<file path="src/rtl/angle_frame_parser_pkg.sv">
// Shared definitions for the angle-frame parser and its downstream consumers.
// Holds the header byte, frame geometry, FSM state encoding and the
// captured X-angle byte pair.
package angle_frame_parser_pkg;

  localparam logic [7:0]  HDR_BYTE    = 8'h55;
  localparam int unsigned FRAME_LEN   = 11;
  // Frame minus header, type and checksum bytes.
  localparam int unsigned PAYLOAD_LEN = FRAME_LEN - 3;
  localparam int unsigned IDX_W       = $clog2(PAYLOAD_LEN);

  typedef enum logic [1:0] {
    HUNT    = 2'd0,
    TYPE    = 2'd1,
    PAYLOAD = 2'd2,
    CHECK   = 2'd3
  } state_t;

  // X-angle byte pair as captured from payload indices 0 (xl) and 1 (xh).
  typedef struct packed {
    logic [7:0] xh;
    logic [7:0] xl;
  } lag_pair_t;

  // Modulo-256 checksum accumulation.
  function automatic logic [7:0] sum8(input logic [7:0] a, input logic [7:0] b);
    return a + b;
  endfunction

endpackage

</file>
<file path="src/rtl/angle_frame_parser_if.sv">
// Byte-stream input and frame-result outputs of the angle-frame parser.
//   rx_data/rx_valid : received byte and its one-cycle strobe
//   lag_xq/lag_xh    : held X-angle high/low byte from last good frame
//   frame_ok/err     : one-cycle result pulses
//   err_cnt          : saturating count of frame_err pulses
interface angle_frame_parser_if;
  logic [7:0] rx_data;
  logic       rx_valid;
  logic [7:0] lag_xq;
  logic [7:0] lag_xh;
  logic       frame_ok;
  logic       frame_err;
  logic [7:0] err_cnt;

  modport master (
    output rx_data, rx_valid,
    input  lag_xq, lag_xh, frame_ok, frame_err, err_cnt
  );

  modport slave (
    input  rx_data, rx_valid,
    output lag_xq, lag_xh, frame_ok, frame_err, err_cnt
  );
endinterface

</file>
<file path="src/rtl/angle_frame_parser_byte_timeout.sv">
// Inter-byte idle counter. Clears on every byte, holds at zero while
// disabled, and flags expiry once TIMEOUT_CYC-1 idle cycles have elapsed.
//   clk, rst : clock, synchronous active-high reset
//   clear    : a byte arrived this cycle
//   enable   : a frame is in progress
//   expired  : abort request for this cycle (a concurrent byte suppresses it)
module byte_timeout #(
  parameter int unsigned TIMEOUT_CYC = 35000
) (
  input  logic clk,
  input  logic rst,
  input  logic clear,
  input  logic enable,
  output logic expired
);

  localparam int unsigned     CNT_W = $clog2(TIMEOUT_CYC + 1);
  localparam logic [CNT_W-1:0] LAST = CNT_W'(TIMEOUT_CYC - 1);

  logic [CNT_W-1:0] cnt_q, cnt_d;

  // Next count; parks at LAST so it cannot wrap before the FSM leaves.
  always_comb begin
    cnt_d = cnt_q;
    if (clear || !enable) begin
      cnt_d = '0;
    end else if (cnt_q != LAST) begin
      cnt_d = cnt_q + CNT_W'(1);
    end
  end

  always_ff @(posedge clk) begin
    if (rst) cnt_q <= '0;
    else     cnt_q <= cnt_d;
  end

  assign expired = enable && !clear && (cnt_q == LAST);

endmodule

</file>
<file path="src/rtl/angle_frame_parser.sv">
// Parses 11-byte angle frames (0x55, FRAME_TYPE, 8 payload bytes, SUM) from
// a byte stream, holds the X-angle bytes of the last good frame and reports
// per-frame result pulses plus a saturating error count.
//   clk, rst : clock, synchronous active-high reset
//   bus      : slave side of angle_frame_parser_if (byte in, results out)
module angle_frame_parser
  import angle_frame_parser_pkg::*;
#(
  parameter logic [7:0]  FRAME_TYPE  = 8'h53,
  parameter int unsigned TIMEOUT_CYC = 35000
) (
  input  logic                  clk,
  input  logic                  rst,
  angle_frame_parser_if.slave   bus
);

  state_t           state_q, state_d;
  logic [IDX_W-1:0] idx_q, idx_d;
  logic [7:0]       sum_q, sum_d;
  lag_pair_t        shadow_q, shadow_d;
  lag_pair_t        lag_q, lag_d;
  logic             ok_q, ok_d;
  logic             err_q, err_d;
  logic [7:0]       ecnt_q, ecnt_d;
  logic             expired;

  byte_timeout #(.TIMEOUT_CYC(TIMEOUT_CYC)) u_timeout (
    .clk     (clk),
    .rst     (rst),
    .clear   (bus.rx_valid),
    .enable  (state_q != HUNT),
    .expired (expired)
  );

  // Next-state, checksum accumulation and result pulses.
  always_comb begin
    state_d  = state_q;
    idx_d    = idx_q;
    sum_d    = sum_q;
    shadow_d = shadow_q;
    lag_d    = lag_q;
    ok_d     = 1'b0;
    err_d    = 1'b0;

    if (bus.rx_valid) begin
      case (state_q)
        HUNT: begin
          if (bus.rx_data == HDR_BYTE) state_d = TYPE;
        end
        TYPE: begin
          // A repeated header keeps us here so 55 55 53 still syncs.
          if (bus.rx_data == FRAME_TYPE) begin
            state_d = PAYLOAD;
            idx_d   = '0;
            sum_d   = sum8(HDR_BYTE, FRAME_TYPE);
          end else if (bus.rx_data != HDR_BYTE) begin
            state_d = HUNT;
          end
        end
        PAYLOAD: begin
          // Only XL/XH are retained; the other bytes just feed the sum.
          sum_d = sum8(sum_q, bus.rx_data);
          if (idx_q == IDX_W'(0)) shadow_d.xl = bus.rx_data;
          if (idx_q == IDX_W'(1)) shadow_d.xh = bus.rx_data;
          if (idx_q == IDX_W'(PAYLOAD_LEN - 1)) state_d = CHECK;
          else                                  idx_d   = idx_q + IDX_W'(1);
        end
        CHECK: begin
          if (bus.rx_data == sum_q) begin
            lag_d = shadow_q;
            ok_d  = 1'b1;
          end else begin
            err_d = 1'b1;
          end
          state_d = HUNT;
        end
        default: state_d = HUNT;
      endcase
    end else if (expired) begin
      state_d = HUNT;
      err_d   = 1'b1;
    end

    ecnt_d = (err_d && (ecnt_q != 8'hFF)) ? ecnt_q + 8'd1 : ecnt_q;
  end

  always_ff @(posedge clk) begin
    if (rst) begin
      state_q  <= HUNT;
      idx_q    <= '0;
      sum_q    <= '0;
      shadow_q <= '0;
      lag_q    <= '0;
      ok_q     <= 1'b0;
      err_q    <= 1'b0;
      ecnt_q   <= '0;
    end else begin
      state_q  <= state_d;
      idx_q    <= idx_d;
      sum_q    <= sum_d;
      shadow_q <= shadow_d;
      lag_q    <= lag_d;
      ok_q     <= ok_d;
      err_q    <= err_d;
      ecnt_q   <= ecnt_d;
    end
  end

  assign bus.lag_xq    = lag_q.xh;
  assign bus.lag_xh    = lag_q.xl;
  assign bus.frame_ok  = ok_q;
  assign bus.frame_err = err_q;
  assign bus.err_cnt   = ecnt_q;

endmodule

</file>
<file path="src/flat_wrapper.sv">
// flat-port wrapper written by rule: the top's interface ports become plain ports
module angle_frame_parser_flat import angle_frame_parser_pkg::*;
#(
  parameter logic [7:0]  FRAME_TYPE  = 8'h53,
  parameter int unsigned TIMEOUT_CYC = 35000
)
  (clk, rst, bus_rx_data, bus_rx_valid, bus_lag_xq, bus_lag_xh, bus_frame_ok, bus_frame_err, bus_err_cnt);
  angle_frame_parser_if bus_i ();
  input  logic clk;
  input  logic rst;
  input wire logic [$bits(bus_i.rx_data)-1:0] bus_rx_data;
  input wire logic [$bits(bus_i.rx_valid)-1:0] bus_rx_valid;
  output wire logic [$bits(bus_i.lag_xq)-1:0] bus_lag_xq;
  output wire logic [$bits(bus_i.lag_xh)-1:0] bus_lag_xh;
  output wire logic [$bits(bus_i.frame_ok)-1:0] bus_frame_ok;
  output wire logic [$bits(bus_i.frame_err)-1:0] bus_frame_err;
  output wire logic [$bits(bus_i.err_cnt)-1:0] bus_err_cnt;
  assign bus_i.rx_data = bus_rx_data;
  assign bus_i.rx_valid = bus_rx_valid;
  assign bus_lag_xq = bus_i.lag_xq;
  assign bus_lag_xh = bus_i.lag_xh;
  assign bus_frame_ok = bus_i.frame_ok;
  assign bus_frame_err = bus_i.frame_err;
  assign bus_err_cnt = bus_i.err_cnt;
  angle_frame_parser #(.FRAME_TYPE(FRAME_TYPE), .TIMEOUT_CYC(TIMEOUT_CYC)) u_core (.clk(clk), .rst(rst), .bus(bus_i));
endmodule
</file>
<file path="config.mk">
export PLATFORM = sky130hd
export DESIGN_NAME = angle_frame_parser_flat
export DESIGN_NICKNAME = d
export VERILOG_FILES = /design/src/rtl/angle_frame_parser_pkg.sv /design/src/rtl/angle_frame_parser_if.sv /design/src/rtl/angle_frame_parser_byte_timeout.sv /design/src/rtl/angle_frame_parser.sv /design/src/flat_wrapper.sv
export SDC_FILE = /design/constraint.sdc
export NUM_CORES = 1
export LEC_CHECK = 0
export BUFFER_PORTS_ARGS = -buffer_cell sky130_fd_sc_hd__clkbuf_2
export CAP_MARGIN = 20
export CORE_MARGIN = 4
export CORE_UTILIZATION = 25
export CTS_CLUSTER_SIZE = 10
export DETAILED_ROUTE_END_ITERATION = 10
export PLACE_DENSITY = 0.49
export SYNTH_ARGS = -nofsm -noshare
export SYNTH_HDL_FRONTEND = slang
export SYNTH_SLANG_ARGS = --single-unit
</file>
<file path="constraint.sdc">
create_clock -name clk -period 2.94 [get_ports clk]
set_input_delay 0 -clock clk [delete_from_list [all_inputs] [get_ports clk]]
set_output_delay 0 -clock clk [all_outputs]
set_load 0.01 [all_outputs]
</file>
==> summary.md <==
| Metric | Value |
|---|---|
| CP arrival | 2.61 ns |
| Dpl hpwl | 5705 um |
| Fillers | 1440 |
| Clock sinks | 71 |
| Hold EP | u_core.shadow_q[13] |
| Root Buffer | clkbuf_16 |
| Max-cap viol count | 0 |
| Post-Syn Instances | 387 |
| Outcome | finished, violations left |
| Combinational Power Share | 2.8% |
| Final min period | 2.386 ns |
| Maximum VDD drop | 0.3367 mV |
| Vias | 2794 |
| Most frequent cells in the layout | dfxtp_1 (71), nand2_1 (50), nor2_1 (44), clkbuf_2 (36), a21oi_1 (33) |
| Initial core utilization | 25.58% |
| Yosys warnings | 0 |
| Vias in the first global route | 2797 |
| Fmax | 419.1 MHz |
| Crit Path Category | in2reg |
| Io pins | 37 |
| Sw Ratio | 21.84% |
| TritonCTS clock tree | built |
| Number of enable flip-flop cells after synthesis | 0 |
| Post-route DRC | 0 |
| #FFs+latches synth | 71 |
| Ys async rst share | 0% |
| Min-Delay Path Class | in2reg |
| Post-Syn Area per Cell | 8.787 um2 |
| Syn nets | 416 |
| Row cnt | 42 |
| Post-Route WL | 8121 um |
| First-pass GRT wire length | 13920 um |
| Crit. End Element | flop |
| Worst relative slew slack | 55.76% |
| Part of the power in registers | 43.4% |
| RSZ-0062 raised after global routing | false |
| Hold Path Stages | 3 |
| Worst EP required | 3.17 ns |
| Hold Crit Start | bus_rx_data[5] |
| Worst Clk Skew | 0.007236 ns |
| Clk network pwr share | 53.7% |
| GPL Wtd Cong | 0.7761 |
| Synth top area share | 41.80% |
| Total iterations of the first detailed-routing run | 4 |
| Layout cell share with drive strength beyond 1 | 14.92% |
| RR Startpoint | u_core.sum_q[5] |
| Lkg Pwr | 1.520 nW |
| CTS clk-pin slew, worst paths | 0.06 ns |
| Period Utilization, post-route | 81.16% |
| Area delta synth->final | 20.79% |
| Post-synthesis sequential area ratio | 41.80% |
| Setup violations, final | 0 |
| Port Buffers | 36 |
| Setup bufs post-CTS | 0 |
| Worst slew pin tran | 0.6592 ns |
| Routed Antenna Nets | 0 |
| GR Util All Layers | 10.98% |
| Reg2reg path depth | 6 |
| Multi-input combinational cell area | 1846 um2 |
| Die span in x | 124.6 um |
| Height of the chip | 124.6 um |
| Cell-internal power | 1.732 mW |
| Largest net degree at the start of global routing | 54 |
| Worst-Skew Late Latency | 0.34 ns |
| Post-synth cell types | 53 |
| Final core utilization | 30.90% |
| Final hold slack | -0.0003996 ns |
| Mapped Area | 3401 um2 |
| CTS Buf Count | 9 |
| Setup TNS Final | 0 ns |
| # nets final | 453 |
| Commonest non-fill, non-tap cell in the layout | dfxtp_1 |
| Largest area contributor in the netlist | dfxtp_1 |
| Via density | 4.618 |
| Synth Flop Type | dfxtp_1 |
| Antenna diodes | 0 |
| Crit Path Max Fanout | 17 |
| Die ar. | 15530 um2 |
| Clock Path Buffers | 2 |
| Area contributors post-synth | dfxtp_1 (42%), ha_1 (6.3%), nand2_1 (5.5%) |
| R2R setup slack | 0.63 ns |
| Max-slew violations | 0 |
| Failing checks | negative hold slack |
| PwrDens | 539.5 nW/um2 |
| Per-cell routed wire length | 13.42 um |
| FF+latch area | 1421 um2 |
| Design Power | 2.216 mW |
| Core ar. | 13300 um2 |
| Starting DRC count in detailed routing | 137 |
| Gr ovfl total | 0 |
| R2r endpoint | u_core.bus.err_cnt[6] |
| Initial antenna violation count | 0 |
| CP Launch Type | input port |
| Sw power | 0.4841 mW |
| Fin. Hold Viols | 1 |
| # H-tree levels | 3 |
sequential cells by signal, summed over array words and instances (netlist names), 2 cells and up:
signal / count
u_core.bus.lag_xh: 8
u_core.sum_q: 8
u_core.u_timeout.cnt_q: 16
u_core.idx_q: 3
u_core.shadow_q: 16
u_core.bus.err_cnt: 8
u_core.state_q: 2
u_core.bus.lag_xq: 8
what timing repair did:
action | in CTS | in global routing
hold buffers | 5 | 0
gates resized for setup | 0 | 0
hold endpoints to repair | 10 | 0
cells in the mapped netlist (3+ instances only):
| master | count |
|---|---|
| o31ai_1 | 8 |
| or3_1 | 5 |
| nor3_1 | 6 |
| nor4_1 | 3 |
| nor2_1 | 44 |
| and3_1 | 6 |
| inv_1 | 14 |
| mux2i_1 | 18 |
| nand2b_1 | 4 |
| o21ai_0 | 7 |
| and2_1 | 5 |
| nor2b_1 | 4 |
| ha_1 | 17 |
| xnor2_1 | 9 |
| nand3_1 | 14 |
| a22oi_1 | 4 |
| a21oi_1 | 33 |
| nand4_1 | 4 |
| nand3b_1 | 3 |
| or4_1 | 5 |
| dfxtp_1 | 71 |
| clkbuf_1 | 12 |
| nand2_1 | 50 |
| xor2_1 | 6 |
final cells by class:
cell class | instances | area share, %
clock inverter | 6 | 2.284
clock buffer | 10 | 5.574
sequential | 71 | 34.60
multi-input combinational | 285 | 44.93
inverter | 14 | 1.279
timing repair buffer | 43 | 5.970
tap | 176 | 5.361
critical path, cell delays in order:
cell and delay [ns]:
dlygate4sd3_1 0.53, clkbuf_2 0.17, ha_1 0.38, or4_1 0.59, o311ai_2 0.35, o31a_4 0.31
nor2_1 0.07, o211a_1 0.21
logic make-up after synthesis:
kind of cell,after synthesis,share of synthesized area (%)
buffers and inverters,31,4.120
XOR/XNOR,15,3.863
AND/OR/NAND/NOR,165,24.83
multiplexers,19,5.629
AO/OA/AOI/OAI,68,12.91
flip-flops,71,41.80
adder cells (fa/ha/maj),18,6.843
stage by stage:
step / hold slack (ns) / cells / area, um2 / setup slack (ns)
floorplan: 0.1360 / 387 / 3401 / 0.7771
global placement: 0.3113 / 584 / 3735 / 0.6838
detailed placement: 0.3121 / 584 / 3735 / 0.6303
CTS: 0.001262 / 605 / 4108 / 0.5398
global route: 0.01353 / 605 / 4108 / 0.3896
finish: -0.0003996 / 605 / 4108 / 0.5539
worst max-delay path by stage:
stage | slack, ns | end | startpoint
after CTS | 0.54 | u_core.bus.lag_xh[2] | bus_rx_data[2]
after detailed placement | 0.63 | u_core.bus.lag_xh[2] | u_core.sum_q[5]
after global placement | 0.68 | u_core.bus.lag_xq[3] | u_core.sum_q[5]
final | 0.55 | u_core.bus.err_cnt[6] | bus_rx_data[2]
after floorplan | 0.78 | u_core.bus.lag_xh[0] | u_core.sum_q[5]
after global routing | 0.39 | u_core.bus.lag_xh[0] | bus_rx_data[2]
metal layers:
layer	up-vias	share of wire, %	global-route usage, %
met4	0	1.1	3.095
met1	1311	46	13.34
met5	-	0	0
met3	8	4.0	3.902
met2	47	49	18.32
li1	1428	-	-
power by group through the flow:
stage	sequential (mW)	combinational (mW)	clock [mW]
after floorplan	0.984	0.0349	0
after global placement	0.984	0.0589	0
after detailed placement	0.984	0.0586	0
after CTS	0.962	0.0638	1.22
after global routing	0.962	0.0700	1.26
final	0.962	0.0628	1.19
No activity file was read; power rests on OpenSTA's default activity.
